## config.mk

```make
export PLATFORM = sky130hd
export DESIGN_NAME = mem_access_unit_flat
export DESIGN_NICKNAME = d
export VERILOG_FILES = /design/src/rtl/mem_access_unit_if.sv /design/src/rtl/mem_access_unit.sv /design/src/flat_wrapper.sv
export SDC_FILE = /design/constraint.sdc
export NUM_CORES = 1
export LEC_CHECK = 0
export CAP_MARGIN = 20
export CORE_MARGIN = 4
export CORE_UTILIZATION = 48
export CTS_CLUSTER_SIZE = 40
export DETAILED_ROUTE_END_ITERATION = 10
export PLACE_DENSITY = 0.95
export SYNTH_ARGS = -nofsm -noshare
export SYNTH_HDL_FRONTEND = slang
export SYNTH_SLANG_ARGS = --single-unit
```

## constraint.sdc

```tcl
create_clock -name clk -period 5.4 [get_ports clk]
set_input_delay 1.08 -clock clk [delete_from_list [all_inputs] [get_ports clk]]
set_output_delay 1.08 -clock clk [all_outputs]
set_load 0.02 [all_outputs]
```

## src/rtl/mem_access_unit_if.sv

```systemverilog
// Data-memory port bundle: the access unit is master (req/we/addr/be/wdata), memory is slave (rdata/ack).
interface mem_access_unit_if #(
  parameter int ADDR_W = 10
);
  logic              dmem_req;
  logic              dmem_we;
  logic [ADDR_W-1:0] dmem_addr;
  logic [3:0]        dmem_be;
  logic [31:0]       dmem_wdata;
  logic [31:0]       dmem_rdata;
  logic              dmem_ack;

  modport master (
    output dmem_req, dmem_we, dmem_addr, dmem_be, dmem_wdata,
    input  dmem_rdata, dmem_ack
  );

  modport slave (
    input  dmem_req, dmem_we, dmem_addr, dmem_be, dmem_wdata,
    output dmem_rdata, dmem_ack
  );
endinterface

```

## src/rtl/mem_access_unit.sv

```systemverilog
// MEM-stage load/store controller: IDLE -> REQ(n, ack or TIMEOUT) -> DONE, stalling the pipe until DONE.
// Optional MISALIGN_TRAP_EN traps misaligned half/word accesses instead of forcing alignment.
module mem_access_unit #(
  parameter int ADDR_W  = 10,
  parameter int TIMEOUT = 16
) (
  input  logic                 clk,
  input  logic                 reset,
  input  logic                 memread,
  input  logic                 memwrite,
  input  logic [1:0]           length,
  input  logic                 sign,
  input  logic [31:0]          addr,
  input  logic [31:0]          wdata,
  output logic [31:0]          rdata,
  output logic                 stall,
  output logic                 bus_err,
  output logic                 misalign,
  mem_access_unit_if.master    dmem
);
  localparam int CNT_W = $clog2(TIMEOUT + 1);
  localparam logic [CNT_W-1:0] CNT_LAST = CNT_W'(TIMEOUT - 1);

  typedef enum logic [1:0] {IDLE, REQ, DONE} state_t;

  state_t            state_q, state_d;
  logic [CNT_W-1:0]  cnt_q, cnt_d;
  logic              req_q, req_d;
  logic              we_q, we_d;
  logic [ADDR_W-1:0] addr_q, addr_d;
  logic [3:0]        be_q, be_d;
  logic [31:0]       wdata_q, wdata_d;
  logic              load_q, load_d;
  logic [1:0]        len_q, len_d;
  logic              sign_q, sign_d;
  logic [1:0]        off_q, off_d;
  logic [31:0]       rdata_q, rdata_d;
  logic              bus_err_q, bus_err_d;
  logic              misalign_q, misalign_d;

  logic              mis;
  logic [3:0]        be_new;
  logic [31:0]       wdata_new;
  logic [31:0]       shifted;
  logic [31:0]       load_val;
  logic              unused_addr_hi;

  assign unused_addr_hi = ^addr[31:ADDR_W+2];

`ifdef MISALIGN_TRAP_EN
  assign mis = ((length == 2'b01) && addr[0]) || (length[1] && (addr[1:0] != 2'b00));
`else
  assign mis = 1'b0;
`endif

  // Half ignores addr[0] and word ignores addr[1:0]: forced-aligned lanes.
  always_comb begin
    be_new    = 4'b1111;
    wdata_new = wdata;
    if (length == 2'b00) begin
      be_new    = 4'b0001 << addr[1:0];
      wdata_new = {4{wdata[7:0]}};
    end else if (length == 2'b01) begin
      be_new    = 4'b0011 << {addr[1], 1'b0};
      wdata_new = {2{wdata[15:0]}};
    end
  end

  always_comb begin
    shifted  = dmem.dmem_rdata;
    if (len_q == 2'b00) begin
      shifted = dmem.dmem_rdata >> {off_q, 3'b000};
    end else if (len_q == 2'b01) begin
      shifted = dmem.dmem_rdata >> {off_q[1], 4'b0000};
    end
    load_val = shifted;
    if (len_q == 2'b00) begin
      load_val = {{24{sign_q & shifted[7]}}, shifted[7:0]};
    end else if (len_q == 2'b01) begin
      load_val = {{16{sign_q & shifted[15]}}, shifted[15:0]};
    end
  end

  always_comb begin
    state_d    = state_q;
    cnt_d      = cnt_q;
    req_d      = req_q;
    we_d       = we_q;
    addr_d     = addr_q;
    be_d       = be_q;
    wdata_d    = wdata_q;
    load_d     = load_q;
    len_d      = len_q;
    sign_d     = sign_q;
    off_d      = off_q;
    rdata_d    = rdata_q;
    bus_err_d  = bus_err_q;
    misalign_d = misalign_q;
    case (state_q)
      IDLE: begin
        if (memread || memwrite) begin
          we_d    = memwrite;
          addr_d  = addr[ADDR_W+1:2];
          be_d    = be_new;
          wdata_d = wdata_new;
          load_d  = memread & ~memwrite;
          len_d   = length;
          sign_d  = sign;
          off_d   = addr[1:0];
          cnt_d   = '0;
          if (mis) begin
            misalign_d = 1'b1;
            state_d    = DONE;
          end else begin
            req_d   = 1'b1;
            state_d = REQ;
          end
        end
      end
      REQ: begin
        cnt_d = cnt_q + 1'b1;
        if (dmem.dmem_ack) begin
          req_d   = 1'b0;
          state_d = DONE;
          if (load_q) begin
            rdata_d = load_val;
          end
        end else if (cnt_q == CNT_LAST) begin
          req_d     = 1'b0;
          bus_err_d = 1'b1;
          rdata_d   = '0;
          state_d   = DONE;
        end
      end
      DONE: begin
        // Results stay visible for the whole DONE cycle, then clear on the way to IDLE.
        rdata_d    = '0;
        bus_err_d  = 1'b0;
        misalign_d = 1'b0;
        state_d    = IDLE;
      end
      default: state_d = IDLE;
    endcase
  end

  always_ff @(posedge clk or posedge reset) begin
    if (reset) begin
      state_q    <= IDLE;
      cnt_q      <= '0;
      req_q      <= 1'b0;
      we_q       <= 1'b0;
      addr_q     <= '0;
      be_q       <= '0;
      wdata_q    <= '0;
      load_q     <= 1'b0;
      len_q      <= '0;
      sign_q     <= 1'b0;
      off_q      <= '0;
      rdata_q    <= '0;
      bus_err_q  <= 1'b0;
      misalign_q <= 1'b0;
    end else begin
      state_q    <= state_d;
      cnt_q      <= cnt_d;
      req_q      <= req_d;
      we_q       <= we_d;
      addr_q     <= addr_d;
      be_q       <= be_d;
      wdata_q    <= wdata_d;
      load_q     <= load_d;
      len_q      <= len_d;
      sign_q     <= sign_d;
      off_q      <= off_d;
      rdata_q    <= rdata_d;
      bus_err_q  <= bus_err_d;
      misalign_q <= misalign_d;
    end
  end

  // Reset gates the IDLE request term so stall drops at once even with a memory op pending.
  assign stall = ~reset & (((state_q == IDLE) & (memread | memwrite)) | (state_q == REQ));

  assign rdata           = rdata_q;
  assign bus_err         = bus_err_q;
  assign misalign        = misalign_q;
  assign dmem.dmem_req   = req_q;
  assign dmem.dmem_we    = we_q;
  assign dmem.dmem_addr  = addr_q;
  assign dmem.dmem_be    = be_q;
  assign dmem.dmem_wdata = wdata_q;
endmodule

```

## src/flat_wrapper.sv

```systemverilog
// flat-port wrapper written by rule: the top's interface ports become plain ports
module mem_access_unit_flat 
#(
  parameter int ADDR_W  = 10,
  parameter int TIMEOUT = 16
)
  (clk, reset, memread, memwrite, length, sign, addr, wdata, rdata, stall, bus_err, misalign, dmem_dmem_req, dmem_dmem_we, dmem_dmem_addr, dmem_dmem_be, dmem_dmem_wdata, dmem_dmem_rdata, dmem_dmem_ack);
  mem_access_unit_if #(.ADDR_W(ADDR_W)) dmem_i ();
  input  logic clk;
  input  logic reset;
  input  logic memread;
  input  logic memwrite;
  input  logic [1:0] length;
  input  logic sign;
  input  logic [31:0] addr;
  input  logic [31:0] wdata;
  output logic [31:0] rdata;
  output logic stall;
  output logic bus_err;
  output logic misalign;
  output wire logic [$bits(dmem_i.dmem_req)-1:0] dmem_dmem_req;
  output wire logic [$bits(dmem_i.dmem_we)-1:0] dmem_dmem_we;
  output wire logic [$bits(dmem_i.dmem_addr)-1:0] dmem_dmem_addr;
  output wire logic [$bits(dmem_i.dmem_be)-1:0] dmem_dmem_be;
  output wire logic [$bits(dmem_i.dmem_wdata)-1:0] dmem_dmem_wdata;
  input wire logic [$bits(dmem_i.dmem_rdata)-1:0] dmem_dmem_rdata;
  input wire logic [$bits(dmem_i.dmem_ack)-1:0] dmem_dmem_ack;
  assign dmem_dmem_req = dmem_i.dmem_req;
  assign dmem_dmem_we = dmem_i.dmem_we;
  assign dmem_dmem_addr = dmem_i.dmem_addr;
  assign dmem_dmem_be = dmem_i.dmem_be;
  assign dmem_dmem_wdata = dmem_i.dmem_wdata;
  assign dmem_i.dmem_rdata = dmem_dmem_rdata;
  assign dmem_i.dmem_ack = dmem_dmem_ack;
  mem_access_unit #(.ADDR_W(ADDR_W), .TIMEOUT(TIMEOUT)) u_core (.clk(clk), .reset(reset), .memread(memread), .memwrite(memwrite), .length(length), .sign(sign), .addr(addr), .wdata(wdata), .rdata(rdata), .stall(stall), .bus_err(bus_err), .misalign(misalign), .dmem(dmem_i));
endmodule
```

# == After elaboration in Yosys (flattened, before gate mapping) ==
# Index checks and enable logic that the tools add are counted.
# totals
register_bits,94
inputBits,104
# classes
add_sub_neg,1
n_eq_ne,10
shifts,4
muxes,25
bitwise,9
n_reduce_logical,12
# op_table
cell,count
$mux W32,9
$pmux W32 S2,1
$shr A32 B5 Y32,2
$pmux W5 S2,1
$reduce_and A3 Y1,3
$mux W4,2
$eq A2 B1 Y1 const B,3
$logic_not A2 Y1,3
$mux W2,3
$ne A3 B2 Y1 const B,2
$reduce_and A2 Y1,3
$add A5 B1 Y5 const B,1
$and A1 B1 Y1,5
$eq A5 B4 Y1 const B,1
$mux W1,5
$mux W5,1
$ne A2 B1 Y1 const B,2
$pmux W1 S2,2
$pmux W2 S2,1
$reduce_bool A2 Y1,2
$shl A1 B2 Y4 const A,1
$shl A2 B2 Y4 const A,1
$eq A2 B2 Y1 const B,1
$ne A2 B2 Y1 const B,1
3 further kinds,5

# == Longest topological paths before layout ==
# Gate-level depths: netlist of run 1.
# depth
depth_word,9
depth_mapped,8

# == Worst setup path before layout of run 1 ==
# OpenSTA, ideal clock, no wires.
# synth_path
kind,input port to output port
startpoint,input memwrite
endpoint,output stall
arrival_ps,2043
slack_ps,2277
cell_stages,4
n_path_buf,2
cell_sequence,o21ai_0 -> buf_2 -> clkbuf_1 -> a21oi_1
# synth_via
elab_chain_cells,4
# synth_lines
element,line_no,text
start: declaration,flat_wrapper.sv:12,input logic memwrite;
$or A1 B1 Y1,mem_access_unit.sv:181,assign stall = ~reset & (((state_q == IDLE) & (memread | memwrite)) | (state_q == REQ));
$and A1 B1 Y1,mem_access_unit.sv:181,
$or A1 B1 Y1,mem_access_unit.sv:181,
$and A1 B1 Y1,mem_access_unit.sv:181,
end: declaration,flat_wrapper.sv:18,output logic stall;
# Every way passes these cells.

# == Final worst setup path of run 1 ==
# Ends and elaborated chain as after synthesis.

==> summary.txt, run 1 <==
Min path
  • Hold Path Class: reg -> reg

Setup path
  • Max incr delay on CP: 0.63 ns
  • Critical Path RT: ~4.3 ns
  • Arr. time, crit path: 2.58 ns
  • Crit path top cell by count: clkdlybuf4s50_1
  • Crit-path max FO: 7
  • Worst Setup End Kind: output port
  • Critical-path cell list: clkdlybuf4s50_1 -> o21ai_4 -> a21oi_1 -> clkdlybuf4s50_1
  • Crit Path Category: in -> out
  • Worst path top cell family by delay: buffers and inverters
  • Slowest stage cell, crit path: clkdlybuf4s50_1
  • Crit path launch type: input pin
  • Bufs and invs on worst path: 2

Global routing
  • Total gr overflow: 0
  • Tot GR Track Use: around 24%
  • Largest net degree at the start of global routing: 85
  • Vias in the first global route: roughly 4400
  • Initial antenna violation count: 0
  • Global-route wire length before repair: roughly 22 mm

STA
  • Layout Skew: about 0.0060 ns
  • Fmax: 273.0 MHz
  • TNS Setup: 0 ns
  • RSZ-0062 raised after global routing: false
  • Hold Vio Cnt, Final: 0
  • Fin crit period: around 3.7 ns
  • Setup violations, final: 0
  • PnR worst setup slack: 1.736 ns
  • Period utilization: 67.84%
  • Max transition margin: 31.87%
  • Worst-Margin Slew: between 1 and 1.5 ns
  • Final Slew Violations: 0

Place
  • Post-DP HPWL: 10.32 mm
  • Placer Congestion: around 0.86
  • Pre-CTS setup slack: about 1.7 ns
  • PortBufs: about 170

Die
  • Ports: 187
  • Die Wd: 108.0 um
  • Core area: 0.009774 mm^2
  • Die Span Y: 108.0 um
  • Die ar.: 0.01167 mm^2
  • Initial Utilization: 49.12%
  • Row count: 36

Route
  • Vias/cell: 5.737
  • Routed wire per std cell: 19.19 um
  • Remaining antenna violation count: 0
  • Via count: 4182
  • 1st-pass router iterations: 4
  • Initial drt markers: 146
  • DRT Wirelength: approximately 14 mm
  • Drt drc: 0

Clock network
  • Clock slew at reported path FFs: ~0.090 ns
  • CTS tree: done
  • Root buffer cell: clkbuf_8
  • H-tree lvl count: 3
  • Bufs on Longest Clock Path: 2
  • Setup bufs post-CTS: 0
  • Skew-Pair Late Insertion Delay: 0.36 ns
  • Hold_buf cts: 0
  • Total CTS buffers: 9
  • Resize count post-CTS: 0
  • Num Clock Sinks: 94

Synth
  • Synth top area share: about half
  • Syn nets: ~550
  • Netlist Area Pre-Place: 0.004801 mm^2
  • Synth Register Bits: 94
  • Synth async-reset ratio: between 90% and 100%
  • Synth warn: 0
  • EDFF count, synth: 0
  • Largest area contributor in the netlist: dfrtp_1
  • Most common flop cell mapped by yosys: dfrtp_1
  • Unique masters post-synth: 47
  • Sequential area share after synthesis: 49.00%
  • Synth area leaders: dfrtp_1, mux2_2, mux2i_1
  • Synth Instances: 444
  • Syn avg cell area: between 10 and 15 um^2

Job
  • Max_cap viols: 0

Run status
  • Status: finished clean

Finish
  • Ant. Diodes: 0
  • Layout cells sized above 1: 11.74%
  • Filler instances: 691
  • Layout area overhead: 39.77%
  • Nets: 701

Pwr
  • Power density cells: 576.2 mW/mm^2
  • Worst VDD drop: 366.9 uV
  • Leak: 2.834 nW
  • Total power: between 3 and 4 mW
## final timing paths
check | start | end | slack, ns | cells after the start
max reg2reg | u_core.off_q[1] | u_core.rdata[8] | 3.02 | 4
max | memwrite | stall | 1.74 | 4
min in group asynchronous | reset | u_core.dmem.dmem_wdata[25] | 1.22 | 2
min | u_core.dmem.dmem_wdata[28] | u_core.dmem.dmem_wdata[28] | 0.49 | 2
min reg2reg | u_core.dmem.dmem_wdata[28] | u_core.dmem.dmem_wdata[28] | 0.49 | 2
max in group asynchronous | reset | u_core.sign_q | 3.22 | 3
## worst register-to-register path: stages (launching register included)
cell and delay (ns):
dfrtp_1 1.03, nand2b_1 0.64, o22ai_1 0.26, a2bb2oi_1 0.12, a22o_1 0.23
## sequential cells by signal (all words and copies together), names as in the netlist
register and flops:
u_core.len_q 2, u_core.dmem.dmem_wdata 32, u_core.dmem.dmem_we 1, u_core.cnt_q 5, u_core.dmem.dmem_addr 10, u_core.dmem.dmem_be 4
u_core.sign_q 1, u_core.off_q 2, u_core.load_q 1, u_core.dmem.dmem_req 1, u_core.bus_err 1, u_core.rdata 32
u_core.state_q 2
## through the flow
step / hold slack, ns / util (%) / area (um^2) / instances
global route: 0.5254 / 68.65 / 6710 / 729
floorplan: 0.4727 / - / 4801 / 444
detailed placement: 0.4738 / 66.35 / 6485 / 712
finish: 0.4883 / 68.65 / 6710 / 729
CTS: 0.4907 / 68.57 / 6703 / 728
global placement: 0.4596 / 66.35 / 6485 / 712
## cells in the final DEF, fill, tap and decap left out, types with 7 or more instances in the layout
cell | synthesis | routed
clkdlybuf4s50_1 | 0 | 165
dfrtp_1 | 94 | 94
nor2_1 | 42 | 42
nand2_1 | 40 | 40
o21ai_0 | 41 | 40
mux2i_1 | 25 | 25
mux2_2 | 23 | 23
inv_1 | 20 | 19
o22ai_1 | 16 | 16
o2bb2ai_1 | 15 | 15
a21oi_1 | 15 | 15
clkbuf_8 | 0 | 12
o2bb2ai_2 | 10 | 10
a22o_1 | 8 | 8
mux4_2 | 7 | 7
a221o_1 | 7 | 7
a2bb2oi_1 | 7 | 7
## synth_stat cells (all sizes together) (3+ instances only)
| library cell | number |
|---|---|
| dfrtp | 94 |
| nor2 | 42 |
| o21ai | 41 |
| nand2 | 40 |
| mux2 | 25 |
| mux2i | 25 |
| o2bb2ai | 25 |
| inv | 20 |
| buf | 18 |
| clkbuf | 16 |
| o22ai | 16 |
| a21oi | 15 |
| a22o | 8 |
| a221o | 7 |
| a2bb2oi | 7 |
| mux4 | 7 |
| ha | 6 |
| nor3 | 4 |
| nand3 | 3 |
## logic make-up after synthesis
| logic type | Yosys count | synth area share [%] |
|---|---|---|
| and+or+nand+nor | 99 | 8.731 |
| adders and majority gates | 6 | 1.564 |
| other | 1 | 0.07811 |
| DFF | 94 | 49.00 |
| muxes | 57 | 14.52 |
| buffers and inverters | 54 | 5.264 |
| AOI/OAI and AO/OA | 132 | 20.67 |
| xor gates and xnor gates | 1 | 0.1825 |
## power by group
| group | internal [mW] | leakage (nW) | switching, mW |
|---|---|---|---|
| sequential | 1.01 | 1.18 | 0.282 |
| clock | 0.254 | 0.113 | 0.251 |
| combinational | 0.987 | 1.55 | 1.08 |
## layout make-up
| type | instances | area, um^2 | share of cell area [%] |
|---|---|---|---|
| multi-input cells | 296 | 2207 | 32.89 |
| clock inverters | 4 | 52.55 | 0.7831 |
| repair buffers | 170 | 1689 | 25.17 |
| well taps | 133 | 166.4 | 2.480 |
| inverters | 20 | 77.57 | 1.156 |
| clock buffers | 12 | 165.2 | 2.461 |
| flip-flops and latches | 94 | 2352 | 35.06 |
## per-layer routing
metal	GRT usage, %	part of all wire (%)
met5	0	0
met4	11.00	2.9
met3	9.910	11
met2	40.14	49
met1	27.25	37
(Power assumes the default switching activity.)
==> run 2: changes to the inputs <==
CORE_UTILIZATION = 44   (was 48)
PLACE_DENSITY = 0.92   (was 0.95)
clock period = 3.8 ns   (was 5.4 ns; I/O delays follow)
==> summary.txt, run 2 (synthesis results as in run 1) <==
Setup path
  • Crit-path max FO: 11 (+4)
  • Crit path top cell by count: inv_1
  • Critical-path cell list: inv_1 -> ha_1 -> inv_1 -> a21oi_1 -> clkdlybuf4s50_1
  • Arr. time, crit path: 2.34 ns (-0.24 ns)
  • Critical Path RT: 3.04 ns (-1.28 ns)
  • Crit path launch type: flip-flop
  • Max incr delay on CP: 0.62 ns (about the same)
  • Slowest stage cell, crit path: clkdlybuf4s50_1
  • Worst Setup End Kind: output port
  • Crit Path Category: reg -> out

STA
  • RSZ-0062 raised after global routing: false
  • Period utilization: 81.58%
  • Hold Vio Cnt, Final: 0 (unchanged)
  • Final Slew Violations: 0 (unchanged)
  • Fin crit period: 3.100 ns
  • Fmax: 322.6 MHz
  • Layout Skew: 0.005269 ns (-0.0007286 ns)
  • TNS Setup: 0 ns (unchanged)
  • Worst-Margin Slew: 1.011 ns (-0.01074 ns)
  • Max transition margin: 32.59% (+0.72 points)
  • Setup violations, final: 0 (unchanged)

Clock network
  • Setup bufs post-CTS: 0 (unchanged)
  • CTS tree: done
  • H-tree lvl count: 3 (unchanged)
  • Num Clock Sinks: 94 (unchanged)
  • Clock slew at reported path FFs: 0.09 ns (about the same)
  • Bufs on Longest Clock Path: 2 (unchanged)
  • Root buffer cell: clkbuf_8
  • Resize count post-CTS: 0 (unchanged)
  • Skew-Pair Late Insertion Delay: 0.36 ns (about the same)
  • Hold_buf cts: 0 (unchanged)
  • Total CTS buffers: 9 (unchanged)

Route
  • Via count: 4275 (+2.2%)
  • 1st-pass router iterations: 5 (+1)
  • Drt drc: 0 (unchanged)
  • Initial drt markers: 333 (+130%)
  • DRT Wirelength: 14.29 mm (+2.1%)
  • Routed wire per std cell: 19.44 um (+1.3%)
  • Vias/cell: 5.816 (+1.4%)
  • Remaining antenna violation count: 0 (unchanged)

Place
  • Post-DP HPWL: 10.51 mm (+1.9%)
  • Placer Congestion: 0.8456 (-1.8%)
  • PortBufs: 165 (unchanged)

Global routing
  • Vias in the first global route: 4559 (+3.8%)
  • Initial antenna violation count: 0 (unchanged)
  • Met2 usage: 35.80% (-4.3 points)
  • Largest net degree at the start of global routing: 85 (unchanged)
  • Met3 global-route usage: 8.787% (-1.1 points)
  • Grt peak-use layer: met2
  • Tot GR Track Use: 22.06% (-2.1 points)
  • Total gr overflow: 0 (unchanged)
  • Met1 usage: 25.29% (-2.0 points)
  • Global-route wire length before repair: 22.43 mm (+2.5%)

Pwr
  • Power density cells: 815.8 mW/mm^2 (+42%)
  • Leak: 2.840 nW (+0.20%)
  • Worst VDD drop: 520.4 uV (+42%)

Die
  • Row count: 37 (+2.8%)
  • Initial Utilization: 45.89% (-3.2 points)
  • Ports: 187 (unchanged)
  • Die Span Y: 112.5 um (+4.1%)
  • Die ar.: 0.01265 mm^2 (+8.4%)
  • Core area: 0.01046 mm^2 (+7.0%)
  • Die Wd: 112.5 um (+4.1%)

Finish
  • Layout cells sized above 1: 12.19% (+0.44 points)
  • Most common cell after layout, fill and taps aside: clkdlybuf4s50_1
  • Final core occ: 64.39% (-4.3 points)
  • Highest-count cells in the layout ignoring fill and taps: clkdlybuf4s50_1, dfrtp_1, nor2_1, nand2_1, o21ai_0
  • Nets: 704 (+0.43%)
  • Ant. Diodes: 0 (unchanged)
  • Layout area overhead: 40.32%

Min path
  • Hold Path Class: reg -> reg

Job
  • Max_cap viols: 0 (unchanged)

Run status
  • Status: finished clean
run 2: cell types whose count changed in the layout (fill, tap and decap cells not counted), sizes merged:
| cell | before | now |
|---|---|---|
| clkbuf | 12 | 11 |
| bufinv | 1 | 0 |
| clkinv | 2 | 3 |
| buf | 5 | 8 |
| inv | 21 | 20 |
| clkinvlp | 0 | 2 |
run 2: area by class of cell:
type / instances / area (um^2)
fill: 772 / 3726
sequential: 94 / 2352
multi-input combinational: 296 / 2207
timing repair buffer: 173 / 1744
tap: 136 / 170.2
clock buffer: 11 / 151.4
inverter: 20 / 77.57
clock inverter: 5 / 33.78
run 2: metrics by stage:
step / hold WS [ns] / total power [mW] / setup slack (ns) / area (um^2) / cells
after floorplan: 0.4727 / 3.602 / 0.5913 / 4801 / 444
after global placement: 0.4617 / 4.665 / 0.8130 / 6524 / 718
final: 0.4861 / 5.496 / 0.7000 / 6736 / 735
after global routing: 0.5058 / 5.838 / 0.4966 / 6736 / 735
after detailed placement: 0.4733 / 4.815 / 0.7634 / 6524 / 718
after CTS: 0.4948 / 5.451 / 0.6764 / 6709 / 734
run 2: critical path, delay by kind of cell, from the launching register on:
| kind | cells | cell delay (ns) |
|---|---|---|
| flops | 1 | 0.41 |
| fa+ha+maj | 1 | 0.39 |
| buf+inv | 3 | 0.99 |
| compound gates | 1 | 0.19 |
run 2: where the power goes:
| group | internal (mW) | total, mW | switching (mW) |
|---|---|---|---|
| logic | 1.47 | 3.03 | 1.57 |
| clock network | 0.273 | 0.629 | 0.356 |
| registers | 1.44 | 1.83 | 0.398 |
run 2: final timing paths:
path,startpoint,endpoint,slack [ns],cells after the start
setup / recovery,u_core.state_q[1],stall,0.70,5
hold / removal,u_core.dmem.dmem_wdata[10],u_core.dmem.dmem_wdata[10],0.49,2
setup reg to reg,u_core.off_q[1],u_core.rdata[8],1.34,4
hold reg to reg,u_core.dmem.dmem_wdata[10],u_core.dmem.dmem_wdata[10],0.49,2
max in group asynchronous,reset,u_core.dmem.dmem_wdata[31],2.30,3
min in group asynchronous,reset,u_core.state_q[1],0.82,2
run 2: per-layer routing:
layer,routed length [um],share of wire (%),vias up
li1,-,-,1907
met1,5307,37,2035
met2,6731,47,294
met3,1762,12,39
met4,487,3.4,0
met5,0,0,-
==> run 3: changes to the inputs <==
CORE_UTILIZATION = 40   (was 44)
PLACE_DENSITY = 0.88   (was 0.92)
clock period = 2.6 ns   (was 3.8 ns; I/O delays follow)
==> summary.txt, run 3 (synthesis results as in run 1) <==
Global routing
  • Global-route wire length before repair: 22.97 mm (+2.4%)
  • Vias in the first global route: 4548 (-0.24%)
  • Largest net degree at the start of global routing: 95 (+12%)
  • Initial antenna violation count: 0 (unchanged)
  • Tot GR Track Use: 20.27% (-1.8 points)
  • Total gr overflow: 0 (unchanged)

Finish
  • Layout area overhead: 43.86%
  • Most common cell after layout, fill and taps aside: clkdlybuf4s50_1
  • Layout cells sized above 1: 13.34% (+1.2 points)
  • Ant. Diodes: 0 (unchanged)
  • Highest-count cells in the layout ignoring fill and taps: clkdlybuf4s50_1, dfrtp_1, nor2_1, nand2_1, o21ai_0
  • Filler instances: 916 (+19%)
  • Nets: 713 (+1.3%)
  • Cell area after layout: 0.006907 mm^2 (+2.5%)
  • Final core occ: 59.72% (-4.7 points)

Setup path
  • Arr. time, crit path: 1.93 ns (-0.41 ns)
  • Worst path top cell family by delay: buffers and inverters
  • Critical-path cell list: inv_1 -> ha_1 -> o21ai_4 -> a21oi_1 -> clkdlybuf4s50_1
  • Max incr delay on CP: 0.62 ns (about the same)
  • Worst Setup End Kind: output port
  • Crit-path max FO: 3 (-8)
  • Crit path launch type: flip-flop
  • Bufs and invs on worst path: 2 (-1)
  • Crit Path Category: reg -> out
  • Slowest stage cell, crit path: clkdlybuf4s50_1
  • Critical Path RT: 2.08 ns (-0.96 ns)

STA
  • Layout Skew: 0.007931 ns (+0.002662 ns)
  • Fmax: a little over 400 MHz
  • Max transition margin: 50.12% (+18 points)
  • Final Slew Violations: 0 (unchanged)
  • Setup violations, final: 0 (unchanged)
  • RSZ-0062 raised after global routing: false
  • Period utilization: 94.14%
  • TNS Setup: 0 ns (unchanged)
  • Worst-Margin Slew: 0.7482 ns (-0.2630 ns)
  • Fin crit period: 2.448 ns
  • Hold Vio Cnt, Final: 0 (unchanged)

Clock network
  • Num Clock Sinks: 94 (unchanged)
  • Skew-Pair Late Insertion Delay: 0.34 ns (-0.02 ns)
  • H-tree lvl count: 3 (unchanged)
  • Setup bufs post-CTS: 0 (unchanged)
  • CTS tree: done
  • Bufs on Longest Clock Path: 2 (unchanged)
  • Clock slew at reported path FFs: 0.06 ns (-0.03 ns)
  • Total CTS buffers: 9 (unchanged)
  • Resize count post-CTS: 0 (unchanged)
  • Hold_buf cts: 0 (unchanged)
  • Root buffer cell: clkbuf_16

Die
  • Row count: 39 (+5.4%)
  • Initial Utilization: 41.51% (-4.4 points)
  • Die Span Y: 117.6 um (+4.5%)
  • Die Wd: 117.6 um (+4.5%)
  • Core area: 0.01156 mm^2 (+11%)
  • Ports: 187 (unchanged)
  • Die ar.: 0.01382 mm^2 (+9.3%)

Route
  • Drt drc: 0 (unchanged)
  • 1st-pass router iterations: 5 (unchanged)
  • Initial drt markers: 307 (-7.8%)
  • Via count: 4219 (-1.3%)
  • Vias/cell: 5.625 (-3.3%)
  • Routed wire per std cell: 18.60 um (-4.3%)
  • Remaining antenna violation count: 0 (unchanged)
  • DRT Wirelength: 13.95 mm (-2.4%)

Place
  • Post-DP HPWL: 10.36 mm (-1.5%)
  • PortBufs: 165 (unchanged)
  • Placer Congestion: 0.8799 (+4.1%)
  • Placed Area: 0.006621 mm^2 (+1.5%)

Job
  • Max_cap viols: 0 (unchanged)

Run status
  • Status: finished clean

Pwr
  • Worst VDD drop: 720.0 uV (+38%)
  • Leak: 2.920 nW (+2.8%)
  • Total power: 8.354 mW (+52%)
  • Power density cells: 1210 mW/mm^2 (+48%)

Min path
  • Hold Path Class: reg -> reg
==> run 3: cell type report <==
type                    count  area, um^2  area share [%]
clock buffers              11       252.7           3.659
clock inverters             4       32.53          0.4710
inverters                  20       78.83           1.141
multi-input cells         296        2207           31.96
flip-flops and latches     94        2352           34.06
well taps                 143       178.9           2.591
repair buffers            182        1804           26.12
==> run 3: power breakdown <==
part | switching [mW] | internal, mW
clock | 0.560 | 0.699
combinational | 2.34 | 2.15
sequential | 0.503 | 2.11
==> run 3: layer usage <==
metal / track usage [%] / vias to the layer above / wire length [um]
met2: 32.55 / 218 / 6383
met1: 23.22 / 2051 / 5382
met4: 8.645 / 0 / 533
li1: - / 1915 / -
met5: 0 / - / 0
met3: 9.611 / 35 / 1646
==> run 3: per-stage QoR <==
stage | setup WS (ns) | instances | hold slack, ns
6_report | 0.1524 | 750 | 0.4791
4_1_cts | 0.1368 | 750 | 0.4844
5_1_grt | 0.04621 | 750 | 0.5093
3_3_place_gp | 0.1818 | 735 | 0.4607
2_1_floorplan | 0.5845 | 444 | 0.4727
3_5_place_dp | 0.1808 | 735 | 0.4686
==> run 3: worst min-delay path, stage by stage (launching register included) <==
cell,delay (ns)
dfrtp_1,0.34
nand2_1,0.05
nand2_1,0.06
==> run 3: worst paths after layout <==
check	to	slack (ns)	startpoint	cells past startpoint
worst max-delay path	stall	0.15	u_core.state_q[0]	5
worst min-delay path	u_core.dmem.dmem_we	0.48	u_core.dmem.dmem_we	2
worst max register to register	u_core.rdata[29]	0.47	u_core.state_q[1]	8
worst min register to register	u_core.dmem.dmem_we	0.48	u_core.dmem.dmem_we	2
max in group asynchronous	u_core.rdata[23]	1.49	reset	3
min in group asynchronous	u_core.dmem.dmem_req	0.69	reset	3
